[src/rtl/datapath_sequencer.sv]
// Multi-cycle sequencer for the instruction-ROM / register-file / ALU datapath.
// Owns the PC, walks FETCH/DECODE/EXECUTE/WRITEBACK, supports free-run and debounced single-step.
module datapath_sequencer #(
  parameter int         PC_WIDTH        = 3,
  parameter int         DEBOUNCE_CYCLES = 16,
  parameter logic [5:0] HALT_OPCODE     = 6'b111111,
  parameter bit         WRAP_PC         = 1'b1
) (
  input  logic                clk_i,
  input  logic                reset_i,
  input  logic                step_btn_i,
  input  logic                run_mode_i,
  input  logic [5:0]          opcode_i,
  output logic [PC_WIDTH-1:0] pc_o,
  output logic                ir_load_o,
  output logic [2:0]          alu_op_o,
  output logic                reg_write_o,
  output logic                write_sel_rd_o,
  output logic                busy_o,
  output logic                halted_o,
  output logic [7:0]          instr_count_o
);

  localparam int                DB_W    = $clog2(DEBOUNCE_CYCLES);
  localparam logic [DB_W-1:0]   DB_MAX  = DB_W'(DEBOUNCE_CYCLES - 1);
  localparam logic [PC_WIDTH-1:0] PC_LAST = {PC_WIDTH{1'b1}};

  typedef enum logic [2:0] {
    S_IDLE      = 3'd0,
    S_FETCH     = 3'd1,
    S_DECODE    = 3'd2,
    S_EXECUTE   = 3'd3,
    S_WRITEBACK = 3'd4,
    S_HALT      = 3'd5
  } state_t;

  // Returns {alu_op, write_sel_rd, valid}; unknown opcodes retire as NOPs.
  function automatic logic [4:0] decode_op(input logic [5:0] op);
    case (op)
      6'b010000: decode_op = 5'b010_1_1;
      6'b011000: decode_op = 5'b011_1_1;
      6'b100000: decode_op = 5'b100_1_1;
      6'b101000: decode_op = 5'b101_1_1;
      6'b110000: decode_op = 5'b110_0_1;
      6'b111000: decode_op = 5'b111_0_1;
      default:   decode_op = 5'b000_0_0;
    endcase
  endfunction

  logic [1:0]          sync_q;
  logic [DB_W-1:0]     db_cnt_q, db_cnt_d;
  logic                db_stable_q, db_stable_d;
  logic                db_prev_q;
  logic                step_pulse_q;

  state_t              state_q;
  logic [PC_WIDTH-1:0] pc_q;
  logic                ir_load_q;
  logic [2:0]          alu_op_q;
  logic                reg_write_q;
  logic                write_sel_rd_q;
  logic                valid_q;
  logic                busy_q;
  logic                halted_q;
  logic [7:0]          instr_count_q;
  logic [4:0]          dec_s;

  assign dec_s = decode_op(opcode_i);

  // Debounce next-state: a level change is accepted after DEBOUNCE_CYCLES differing samples.
  always_comb begin
    db_cnt_d    = db_cnt_q;
    db_stable_d = db_stable_q;
    if (sync_q[1] != db_stable_q) begin
      if (db_cnt_q == DB_MAX) begin
        db_stable_d = sync_q[1];
        db_cnt_d    = {DB_W{1'b0}};
      end else begin
        db_cnt_d    = db_cnt_q + DB_W'(1);
      end
    end else begin
      db_cnt_d = {DB_W{1'b0}};
    end
  end

  // Synchronizer, debounce state and rising-edge step pulse.
  always_ff @(posedge clk_i) begin
    if (!reset_i) begin
      sync_q       <= 2'b00;
      db_cnt_q     <= {DB_W{1'b0}};
      db_stable_q  <= 1'b0;
      db_prev_q    <= 1'b0;
      step_pulse_q <= 1'b0;
    end else begin
      sync_q       <= {sync_q[0], step_btn_i};
      db_cnt_q     <= db_cnt_d;
      db_stable_q  <= db_stable_d;
      db_prev_q    <= db_stable_q;
      step_pulse_q <= db_stable_q & ~db_prev_q;
    end
  end

  // Instruction sequencer with registered control outputs.
  always_ff @(posedge clk_i) begin
    if (!reset_i) begin
      state_q        <= S_IDLE;
      pc_q           <= {PC_WIDTH{1'b0}};
      ir_load_q      <= 1'b0;
      alu_op_q       <= 3'b000;
      reg_write_q    <= 1'b0;
      write_sel_rd_q <= 1'b0;
      valid_q        <= 1'b0;
      busy_q         <= 1'b0;
      halted_q       <= 1'b0;
      instr_count_q  <= 8'd0;
    end else begin
      case (state_q)
        S_IDLE: begin
          if (run_mode_i || step_pulse_q) begin
            state_q   <= S_FETCH;
            ir_load_q <= 1'b1;
            busy_q    <= 1'b1;
          end
        end
        S_FETCH: begin
          state_q   <= S_DECODE;
          ir_load_q <= 1'b0;
        end
        S_DECODE: begin
          {alu_op_q, write_sel_rd_q, valid_q} <= dec_s;
          if (opcode_i == HALT_OPCODE) begin
            state_q  <= S_HALT;
            busy_q   <= 1'b0;
            halted_q <= 1'b1;
          end else begin
            state_q  <= S_EXECUTE;
          end
        end
        S_EXECUTE: begin
          state_q     <= S_WRITEBACK;
          reg_write_q <= valid_q;
        end
        S_WRITEBACK: begin
          reg_write_q <= 1'b0;
          if (instr_count_q != 8'd255) begin
            instr_count_q <= instr_count_q + 8'd1;
          end
          // Without wrapping, the last address retires and then parks the sequencer.
          if (pc_q == PC_LAST && !WRAP_PC) begin
            state_q  <= S_HALT;
            busy_q   <= 1'b0;
            halted_q <= 1'b1;
          end else begin
            pc_q <= pc_q + PC_WIDTH'(1);
            if (run_mode_i) begin
              state_q   <= S_FETCH;
              ir_load_q <= 1'b1;
            end else begin
              state_q   <= S_IDLE;
              busy_q    <= 1'b0;
            end
          end
        end
        S_HALT: begin
          state_q <= S_HALT;
        end
        default: begin
          state_q     <= S_IDLE;
          ir_load_q   <= 1'b0;
          reg_write_q <= 1'b0;
          busy_q      <= 1'b0;
        end
      endcase
    end
  end

  assign pc_o           = pc_q;
  assign ir_load_o      = ir_load_q;
  assign alu_op_o       = alu_op_q;
  assign reg_write_o    = reg_write_q;
  assign write_sel_rd_o = write_sel_rd_q;
  assign busy_o         = busy_q;
  assign halted_o       = halted_q;
  assign instr_count_o  = instr_count_q;

endmodule

[config.mk]
export PLATFORM = sky130hd
export DESIGN_NAME = datapath_sequencer
export DESIGN_NICKNAME = d
export VERILOG_FILES = /design/src/rtl/datapath_sequencer.sv
export SDC_FILE = /design/constraint.sdc
export NUM_CORES = 1
export LEC_CHECK = 0
export BUFFER_PORTS_ARGS = -buffer_cell sky130_fd_sc_hd__buf_2
export CAP_MARGIN = 25
export CORE_ASPECT_RATIO = 1.5
export CORE_MARGIN = 5
export CORE_UTILIZATION = 50
export CTS_CLUSTER_SIZE = 30
export DETAILED_ROUTE_END_ITERATION = 10
export PLACE_DENSITY = 0.74
export SYNTH_ARGS = -nofsm -noshare
export SYNTH_HDL_FRONTEND = slang
export SYNTH_SLANG_ARGS = --single-unit
[constraint.sdc]
create_clock -name clk_i -period 1.9 [get_ports clk_i]
set_clock_uncertainty 0.05 [all_clocks]
set_input_delay 0.095 -clock clk_i [delete_from_list [all_inputs] [get_ports clk_i]]
set_output_delay 0.095 -clock clk_i [all_outputs]
set_load 0.02 [all_outputs]
* Word level (Yosys, flattened, before mapping)
Cells that the tools add are included.
** Word-level totals
- ROM bits :: 0
- Memory bits (writable) :: 0
- Output and inout port bits :: 19
- Word-level logic and storage cells :: 66
- Memories :: 0
- Bits in latches :: 0
- Bits in registers :: 32
** Cells by class
- Bitwise gates (word level) :: 6
- Order comparisons :: 0
- Shift-type cells :: 0
- Reductions and logical operators :: 11
- Add/subtract/negate cells :: 3
- Divide/modulo/power cells :: 0
- Multipliers :: 0
- Eq/ne operators :: 19
- Mux-type cells :: 12
** Operators by type and width (number)
- $eq 6x6->1 const B :: 5
- $pmux 5 s6 :: 1
- $pmux 3 s6 :: 1
- $eq 6x5->1 const B :: 2
- $reduce_or 3->1 :: 3
- $add 8x1->8 const B :: 1
- $ne 2x2->1 const B :: 4
- $ne 8x8->1 const B :: 1
- $eq 3x2->1 const B :: 2
- $eq 3x3->1 const B :: 2
- $mux 3 :: 2
- $reduce_and 2->1 :: 3
- $mux 1 :: 5
- $not 1->1 :: 5
- $add 4x1->4 const B :: 1
- $eq 4x4->1 const B :: 1
- $pmux 1 s4 :: 1
- $reduce_and 4->1 :: 1
- $reduce_or 4->1 :: 1
- $add 3x1->3 const B :: 1
- $eq 3x1->1 const B :: 1
- $logic_not 3->1 :: 1
- $pmux 1 s3 :: 1
- $reduce_and 3->1 :: 1
- 4 further kinds :: 4

* Depth between registers and ports, before layout
Gate-level depths: netlist (run 1).
- Depth after elaboration :: 4
- Gate-level depth with buffers :: 6
- Gate-level depth less buffers :: 5

* Worst setup path before layout (run 1)
No wires, ideal clock.
- Kind :: register to register
- Start point :: reg state_q[0]
- End point :: reg instr_count_q[7] (netlist: instr_count_o[7])
- Required time :: 1.779 ns
- Buffers on the path :: 1
- Clock period less this slack :: 1.668 ns
- Slack :: 0.232 ns
- Stages on the path, launching flop included :: 6
- Data arrival time :: 1.547 ns
- Path through :: dfxtp_1 -> buf_6 -> nor3b_4 -> o21ai_2 -> or4_1 -> a21oi_1
** On the way
- Longest elaborated chain between the ends :: 2
** Ends and longest elaborated chain
- start: declaration :: line 56 : state_t state_q;
- start signal: assignment :: line 106 : state_q <= S_IDLE;
- start signal: assignment :: line 120 : state_q <= S_FETCH;
- start signal: assignment :: line 126 : state_q <= S_DECODE;
- $eq 3x3->1 :: line 117 : case (state_q)
- $reduce_and 2->1 (no line)
- end signal: assignment :: line 146 : instr_count_q <= instr_count_q + 8'd1;
- end: declaration :: line 65 : logic [7:0] instr_count_q;
No other way between the ends.
A chain may end at the register's enable or synchronous reset.

* Worst setup path after layout (run 1)
- Start point :: reg state_q[2]
- End point :: reg alu_op_q[0] (netlist: alu_op_o[0])
** On the way
- Longest elaborated chain between the ends :: 1
** Ends and longest elaborated chain
- $eq 3x2->1 :: line 117
- end signal: assignment :: line 130 : {alu_op_q, write_sel_rd_q, valid_q} <= dec_s;
- end: declaration :: line 59 : logic [2:0] alu_op_q;
No other way between the ends.

==> flow_summary_export.csv, run 1 <==
group,metric,value,unit
worst_setup_path,worstPathRequired,2.07,ns
global_routing,grt.overflow.total,0,
synthesis,synth_cell_types,37,
timing,fin_crit_sh,0.891,
run_status,status,"finished clean",
floorplanning,die_h,74.3,um
place,place_inst,213,
clock_network,cts_buffer_depth,2,
clock_network,cts-root-buf,"clkbuf_8",
timing,slew_headroom,0.756,
route,drt_iter0_drc,21,
worst_setup_path,critPathKind,"flip-flop to flip-flop",
global_routing,grt_antenna_before_repair,0,
min_path,min_path_type,"primary input to flip-flop",
route,drt_pass1_iterations,4,
route,dr_total_vias,1141,
worst_setup_path,start_kind,"flip-flop",
final_layout,final_nets,197,
clock_network,clock_latency,0.29,ns
synthesis,netlist_area,0.00138,mm2
worst_setup_path,cp-end-kind,"flip-flop",
final_layout,layout_common_cells,"32 x dfxtp_1, 28 x buf_2, 20 x nor2_1",
final_layout,fillers,244,
worst_setup_path,worstPathMaxFanout,11,
route,routedWlPerCell,12.7,um
floorplanning,ios,29,
timing,finalMaxSlewViolations,0,
final_layout,instances_no_fill,222,
route,ant_nets,0,
power,powerDensity,824,mW/mm2
global_routing,grt_max_degree,22,
clock_network,clkTransAtPathRegs,0.07,ns
job,drv_cap,0,
clock_network,numCtsBuffers,5,
place,hpwlAfterDp,2060,um
synthesis,synth.avg_cell_area,9.25,um2
route,vias_per_cell,5.14,
power,peakVddDrop,0.656,mV
timing,tns,0,ns
synthesis,synthCells,149,
timing,hold_violations,0,
global_routing,gr-usage-all-layers,0.172,
final_layout,antenna_cells,0,
worst_setup_path,cpMaxStageDelayCell,"or3b_2",
synthesis,synth_edf_count,0,
timing,worst_pin_slew,0.365,ns
power,p_leak,0.745,nW
floorplanning,core_area,0.00268,mm2
global_routing,first_global_vias,1231,
final_layout,drive_gt1_frac,0.265,
floorplanning,initial_utilization,0.515,
clock_network,tritoncts,"done",
timing,rsz0062_at_grt,"false",
floorplanning,die_area,0.00393,mm2
place,port_buffers,28,
floorplanning,die_w,52.9,um
synthesis,async_flop_share,0,
place,gp_congestion,0.823,
floorplanning,rows,23,
clock_network,cts_resized,0,
final_layout,syn2layout_area_growth,21.4,%
timing,fin_crit,1.69,ns
timing,fmax,591,MHz
synthesis,syn-num-nets,162,
worst_setup_path,slowest_delay,0.59,ns
worst_setup_path,crit_chain,"or3b_2, nor4_4, o211ai_1, a21oi_1",
synthesis,synth_ff_type,"dfxtp_1",
timing,setup_viol,0,
place,place_area,0.00157,mm2
clock_network,cts_setup_buffers,0,
clock_network,cts.sinks,32,
synthesis,ys_seq_elements,32,
final_layout,final_common_cell,"dfxtp_1",
route,post-route-drc-count,0,
worst_setup_path,crit_arrival,1.87,ns
synthesis,seq_area_frac_synth,0.465,
route,wirelength,2820,um
synthesis,ys_warn_count,0,
global_routing,grt_pass1_wl,5000,um
clock_network,htree_levels,2,
final_layout,fin_area,0.00167,mm2
[worst paths after layout]
kind,from,endpoint,slack (ns),cells past startpoint
setup / recovery,state_q[2]$_SDFFE_PN0P_,alu_op_o[0]$_SDFFE_PN0N_,0.21,4
hold / removal,opcode_i[3],alu_op_o[0]$_SDFFE_PN0N_,0.05,3
setup reg to reg,state_q[2]$_SDFFE_PN0P_,alu_op_o[0]$_SDFFE_PN0N_,0.21,4
hold reg to reg,db_prev_q$_SDFF_PN0_,step_pulse_q$_SDFF_PN0_,0.34,1
[state kept, by name, indices dropped and copies added, names as in the netlist, 2 cells and up]
| name | count |
|---|---|
| instr_count_o | 8 |
| db_cnt_q | 4 |
| pc_o | 3 |
| sync_q | 2 |
| state_q | 3 |
| alu_op_o | 3 |
[synthesized netlist by cell type, types with 4 or more instances]
cell type   n  area [um2]
a21oi_1     7        35.0
xor2_1     10        87.6
nor2_1     20        75.1
nand2_1    10        37.5
a22oi_1     4        30.0
o211ai_1    4        30.0
o21ai_0     6        30.0
dfxtp_1    32         641
clkbuf_1    4        15.0
inv_1       5        18.8
mux2i_1     4        40.0
nand3_1     6        30.0
[cells by family after synthesis]
| group | after synthesis | synth area share |
|---|---|---|
| compound gates | 27 | 0.126 |
| fa+ha+maj | 3 | 0.0273 |
| flops | 32 | 0.465 |
| simple gates | 60 | 0.238 |
| xor+xnor | 11 | 0.0699 |
| mux | 5 | 0.0372 |
| buf+inv | 11 | 0.0363 |
[critical path, delay by kind of cell, from the launching register on]
kind	cells	cell delay, ns
and+or+nand+nor	2	0.86
DFF	1	0.42
AOI/OAI and AO/OA	2	0.30
[timing repair]
item	in CTS	in global routing
setup endpoints to repair	0	0
hold endpoints to repair	1	0
hold buffers	1	0
[final cells by class]
cell class              count  area, um2  area share
clock buffers               6       82.6      0.0494
multi-input cells         106        687       0.411
well taps                  37       46.3      0.0277
clock inverters             2       10.0     0.00598
repair buffers             34        188       0.112
inverters                   5       18.8      0.0112
flip-flops and latches     32        641       0.383
[stage by stage]
| stage | power (mW) | hold slack [ns] | setup slack (ns) | utilization |
|---|---|---|---|---|
| CTS | 1.40 | 0.0390 | 0.213 | 0.625 |
| global placement | 0.854 | 0.249 | 0.298 | 0.587 |
| global route | 1.45 | 0.0666 | 0.129 | 0.625 |
| floorplan | 0.813 | 0.163 | 0.232 | - |
| detailed placement | 0.859 | 0.257 | 0.231 | 0.587 |
| finish | 1.38 | 0.0512 | 0.207 | 0.625 |
[report_power, final]
group	internal [mW]	switching, mW	total, mW
registers	0.689	0.0133	0.702
clock network	0.288	0.245	0.534
logic	0.0604	0.0829	0.143
total	1.04	0.342	1.38
[metal layers]
layer  GRT usage  up-vias  routed length, um
met5           0        -                  0
met4       0.105        0                 64
met3      0.0621        5                135
met2       0.298       23               1510
met1       0.171      525               1110
li1            -      588                  -
Note: power is estimated with default switching activity, not from simulation.
==> run 2, diff against run 1 <==
--- a/config.mk
+++ b/config.mk
@@ -12,6 +12,7 @@
 export CORE_UTILIZATION = 50
 export CTS_CLUSTER_SIZE = 30
 export DETAILED_ROUTE_END_ITERATION = 10
+export HOLD_SLACK_MARGIN = 0.12
 export PLACE_DENSITY = 0.74
 export SYNTH_ARGS = -nofsm -noshare
 export SYNTH_HDL_FRONTEND = slang
==> flow_summary_export.csv, run 2 (synthesis results as in run 1) <==
group,metric,value,unit
global_routing,grt_antenna_before_repair,0,
worst_setup_path,worstPathMaxFanout,11,
global_routing,first_global_vias,1290,
worst_setup_path,reg2reg_depth,4,
final_layout,final_util,0.655,
clock_network,htree_levels,2,
worst_setup_path,cpMaxStageDelayCell,"or3b_2",
floorplanning,ios,29,
clock_network,cts_buffer_depth,2,
place,port_buffers,28,
floorplanning,rows,23,
route,wl_met3,161,um
min_path,min_path_type,"primary input to flip-flop",
route,met2_length,1600,um
timing,tns,0,ns
floorplanning,initial_utilization,0.515,
place,hpwlAfterDp,2060,um
route,routedWlPerCell,13.2,um
final_layout,antenna_cells,0,
final_layout,layout_common_cells,"32 x dfxtp_1, 28 x buf_2, 20 x nor2_1",
worst_setup_path,critPathKind,"flip-flop to flip-flop",
final_layout,final_common_cell,"dfxtp_1",
final_layout,largest_reg_flops,8,
route,met1Wirelength,1180,um
global_routing,grt.overflow.total,0,
clock_network,tritoncts,"done",
worst_setup_path,reg2reg_slack,0.16,ns
min_path,min_to,"ir_load_o$_SDFFE_PN0P_",
worst_setup_path,worstPathRequired,2.07,ns
clock_network,cts.sinks,32,
power,finalPower,1.40,mW
route,vias_per_cell,5.27,
route,post-route-drc-count,0,
final_layout,final_nets,205,
worst_setup_path,start_kind,"flip-flop",
timing,fmax,575,MHz
route,top_layer_used,"met4",
floorplanning,die_w,52.9,um
power,peakVddDrop,0.662,mV
route,ant_nets,0,
timing,slew_headroom,0.765,
final_layout,drive_gt1_frac,0.254,
route,drt_pass1_iterations,4,
timing,hold_violations,0,
place,gp_congestion,0.823,
floorplanning,core_area,0.00268,mm2
run_status,status,"finished clean",
global_routing,grt_max_degree,22,
floorplanning,die_h,74.3,um
power,powerDensity,798,mW/mm2
clock_network,numCtsBuffers,5,
worst_setup_path,timing.rr.end,"alu_op_o[0]$_SDFFE_PN0N_",
timing,setup_viol,0,
route,dr_total_vias,1213,
worst_setup_path,reg2reg_from,"state_q[2]$_SDFFE_PN0P_",
timing,finalMaxSlewViolations,0,
timing,fin_crit_sh,0.916,
clock_network,cts-root-buf,"clkbuf_8",
worst_setup_path,slowest_delay,0.59,ns
min_path,hold_start,"run_mode_i",
clock_network,clkTransAtPathRegs,0.07,ns
timing,worst_pin_slew,0.352,ns
timing,fin_crit,1.74,ns
route,wirelength,3050,um
job,drv_cap,0,
floorplanning,die_area,0.00393,mm2
timing,rsz0062_at_grt,"false",
min_path,whs_path_depth,4,
worst_setup_path,crit_chain,"or3b_2, nor4_4, o211ai_1, a21oi_1",
final_layout,syn2layout_area_growth,27.2,%
route,drt_iter0_drc,20,
worst_setup_path,crit_arrival,1.91,ns
worst_setup_path,cp-end-kind,"flip-flop",
clock_network,clock_latency,0.29,ns
global_routing,gr-usage-all-layers,0.182,
global_routing,grt_pass1_wl,5280,um
power,p_leak,0.780,nW
## run 2: worst max path at each step
stage                     cells past startpoint  slack (ns)                     from                       endpoint
after floorplan                               5        0.23  state_q[0]$_SDFFE_PN0P_  instr_count_o[7]$_SDFFE_PN0P_
after global placement                        4        0.30  state_q[2]$_SDFFE_PN0P_  instr_count_o[7]$_SDFFE_PN0P_
after detailed placement                      4        0.23  state_q[2]$_SDFFE_PN0P_       alu_op_o[0]$_SDFFE_PN0N_
after CTS                                     4        0.21  state_q[2]$_SDFFE_PN0P_       alu_op_o[0]$_SDFFE_PN0N_
after global routing                          4        0.08  state_q[2]$_SDFFE_PN0P_       alu_op_o[0]$_SDFFE_PN0N_
final                                         4        0.16  state_q[2]$_SDFFE_PN0P_       alu_op_o[0]$_SDFFE_PN0N_
## run 2: final cells by class
| type | instances | area, um2 |
|---|---|---|
| Clock buffer | 6 | 82.6 |
| Clock inverter | 2 | 10.0 |
| Fill cell | 232 | 923 |
| Inverter | 5 | 18.8 |
| Multi-Input combinational cell | 106 | 687 |
| Sequential cell | 32 | 641 |
| Tap cell | 37 | 46.3 |
| Timing Repair Buffer | 42 | 268 |
## run 2: where the power goes
part | switching [mW] | total [mW] | internal, mW
Clock | 0.250 | 0.539 | 0.289
Sequential | 0.0133 | 0.702 | 0.689
Combinational | 0.0873 | 0.158 | 0.0712
## run 2: metal layers
layer,vias to the layer above,track usage
met5,-,0
met2,31,0.315
met3,9,0.0621
li1,605,-
met1,568,0.183
met4,0,0.116
## run 2: worst max-delay path: cells and delay by family (launching register included)
family | cells | cell delay (ns)
AO/OA/AOI/OAI | 2 | 0.33
AND/OR/NAND/NOR | 2 | 0.86
flip-flops | 1 | 0.42
## run 2: stage by stage
stage | std cells | hold slack, ns | area, um2 | setup WS (ns)
detailed placement | 213 | 0.257 | 1570 | 0.231
global placement | 213 | 0.249 | 1570 | 0.298
finish | 230 | 0.166 | 1750 | 0.160
CTS | 230 | 0.157 | 1750 | 0.213
floorplan | 149 | 0.163 | 1380 | 0.232
global route | 230 | 0.184 | 1750 | 0.0756
## run 2: timing repair
| action | 4_1_cts | 5_1_grt |
|---|---|---|
| gates resized for setup | 0 | 0 |
| endpoints found under the hold margin | 12 | 0 |
| hold buffers | 9 | 0 |
| setup buffers | 0 | 0 |
==> run 3, diff against run 2 <==
--- a/config.mk
+++ b/config.mk
@@ -7,13 +7,15 @@
 export LEC_CHECK = 0
 export BUFFER_PORTS_ARGS = -buffer_cell sky130_fd_sc_hd__buf_2
 export CAP_MARGIN = 25
-export CORE_ASPECT_RATIO = 1.5
+export CELL_PAD_IN_SITES_DETAIL_PLACEMENT = 1
+export CELL_PAD_IN_SITES_GLOBAL_PLACEMENT = 1
+export CORE_ASPECT_RATIO = 0.8
 export CORE_MARGIN = 5
-export CORE_UTILIZATION = 50
+export CORE_UTILIZATION = 40
 export CTS_CLUSTER_SIZE = 30
 export DETAILED_ROUTE_END_ITERATION = 10
 export HOLD_SLACK_MARGIN = 0.12
-export PLACE_DENSITY = 0.74
+export PLACE_DENSITY_LB_ADDON = 0.1
 export SYNTH_ARGS = -nofsm -noshare
 export SYNTH_HDL_FRONTEND = slang
 export SYNTH_SLANG_ARGS = --single-unit
==> flow_summary_export.csv, run 3 (synthesis results as in run 1) <==
group,metric,value,unit
route,wirelength,3360,um
timing,fin_crit,1.68,ns
route,vias_per_cell,5.13,
worst_setup_path,timing.rr.end,"alu_op_o[0]$_SDFFE_PN0N_",
timing,rsz0062_at_grt,"false",
place,gp_congestion,0.765,
route,dr_total_vias,1206,
route,top_layer_used,"met4",
place,port_buffers,28,
power,peakVddDrop,0.360,mV
final_layout,drive_gt1_frac,0.254,
global_routing,grt_max_degree,22,
route,met1Wirelength,1600,um
clock_network,clock_latency,0.28,ns
global_routing,grt.overflow.total,0,
route,wl_met3,191,um
route,routedWlPerCell,14.3,um
clock_network,clkTransAtPathRegs,0.07,ns
route,met2_length,1500,um
final_layout,syn2layout_area_growth,30.2,%
floorplanning,core_area,0.00338,mm2
final_layout,ff_latch_area,641,um2
timing,fin_crit_sh,0.886,
final_layout,multi_input_comb_area,687,um2
clock_network,htree_levels,2,
final_layout,fillers,418,
worst_setup_path,reg2reg_from,"state_q[2]$_SDFFE_PN0P_",
final_layout,antenna_cells,0,
final_layout,instances_no_fill,235,
worst_setup_path,reg2reg_slack,0.22,ns
floorplanning,rows,19,
clock_network,cts.sinks,32,
worst_setup_path,cp-end-kind,"flip-flop",
clock_network,cts_buffer_depth,2,
worst_setup_path,worstPathRequired,2.07,ns
timing,finalMaxSlewViolations,0,
worst_setup_path,worstPathMaxFanout,11,
route,ant_nets,0,
floorplanning,initial_utilization,0.408,
floorplanning,ios,29,
worst_setup_path,critPathKind,"flip-flop to flip-flop",
worst_setup_path,crit_end,"alu_op_o[0]$_SDFFE_PN0N_",
run_status,status,"finished clean",
clock_network,tritoncts,"done",
worst_setup_path,reg2reg_depth,4,
timing,hold_violations,0,
clock_network,numCtsBuffers,5,
route,post-route-drc-count,0,
global_routing,grt_antenna_before_repair,0,
min_path,whs_path_depth,4,
clock_network,cts_setup_buffers,0,
final_layout,largest_reg_flops,8,
worst_setup_path,crit_arrival,1.85,ns
route,drt_iter0_drc,58,
final_layout,final_common_cell,"dfxtp_1",
min_path,min_path_type,"primary input to flip-flop",
power,p_leak,0.793,nW
floorplanning,die_area,0.00472,mm2
clock_network,cts-root-buf,"clkbuf_8",
final_layout,layout_common_cells,"32 x dfxtp_1, 28 x buf_2, 20 x nor2_1",
place,place_inst,218,
timing,worst_pin_slew,0.357,ns
global_routing,gr-usage-all-layers,0.165,
clock_network,cts_resized,0,
floorplanning,die_h,62.5,um
global_routing,grt_pass1_wl,6020,um
job,drv_cap,0,
worst_setup_path,start_kind,"flip-flop",
worst_setup_path,crit_start,"state_q[2]$_SDFFE_PN0P_",
final_layout,final_nets,205,
floorplanning,die_w,75.6,um
power,powerDensity,876,mW/mm2
place,hpwlAfterDp,2380,um
clock_network,ctsHoldBuffers,9,
route,drt_pass1_iterations,4,
timing,fmax,594,MHz
timing,tns,0,ns
global_routing,first_global_vias,1296,
timing,slew_headroom,0.762,
timing,setup_viol,0,
## run 3: changes by cell type in the layout (fill, tap and decap cells not counted)
cell / delta
clkbuf_8: +1
bufinv_16: +1
clkinv_2: -2
## run 3: worst min-delay path by stage
stage	startpoint	endpoint	slack (ns)
floorplan	reset_i	halted_o$_SDFFE_PN0P_	0.16
global placement	step_btn_i	sync_q[0]$_SDFF_PN0_	0.26
detailed placement	step_btn_i	sync_q[0]$_SDFF_PN0_	0.27
CTS	run_mode_i	state_q[0]$_SDFFE_PN0P_	0.19
global route	run_mode_i	ir_load_o$_SDFFE_PN0P_	0.22
finish	run_mode_i	ir_load_o$_SDFFE_PN0P_	0.22
## run 3: critical path: stages (launching register included)
cell and delay, ns:
dfxtp_1 0.41, or3b_2 0.60, nor4_4 0.27, o211ai_1 0.14, a21oi_1 0.15
## run 3: through the flow
| stage | total power, mW | utilization | area [um2] | setup WS (ns) | hold WS [ns] |
|---|---|---|---|---|---|
| final | 1.57 | 0.531 | 1790 | 0.216 | 0.215 |
| after global routing | 1.65 | 0.531 | 1790 | 0.0508 | 0.223 |
| after CTS | 1.59 | 0.531 | 1790 | 0.191 | 0.195 |
| after detailed placement | 0.866 | 0.467 | 1580 | 0.218 | 0.266 |
| after global placement | 0.858 | 0.467 | 1580 | 0.295 | 0.256 |
| after floorplan | 0.813 | - | 1380 | 0.232 | 0.163 |
## run 3: area by class of cell
cell class                      instances  share of cell area
Inverter                                5              0.0105
Sequential cell                        32               0.357
Multi-Input combinational cell        106               0.383
Clock inverter                          1              0.0167
Timing Repair Buffer                   42               0.149
Clock buffer                            7              0.0537
Tap cell                               42              0.0293
## run 3: power breakdown
group / leakage, nW / internal, mW / total (mW) / switching [mW]
Combinational: 0.469 / 0.0710 / 0.158 / 0.0872
Clock: 0.0645 / 0.462 / 0.705 / 0.242
Sequential: 0.259 / 0.689 / 0.707 / 0.0184
## run 3: layer usage
layer,vias to the layer above,global-route usage
met1,565,0.207
li1,608,-
met4,0,0.0655
met2,26,0.254
met3,7,0.0547
met5,-,0
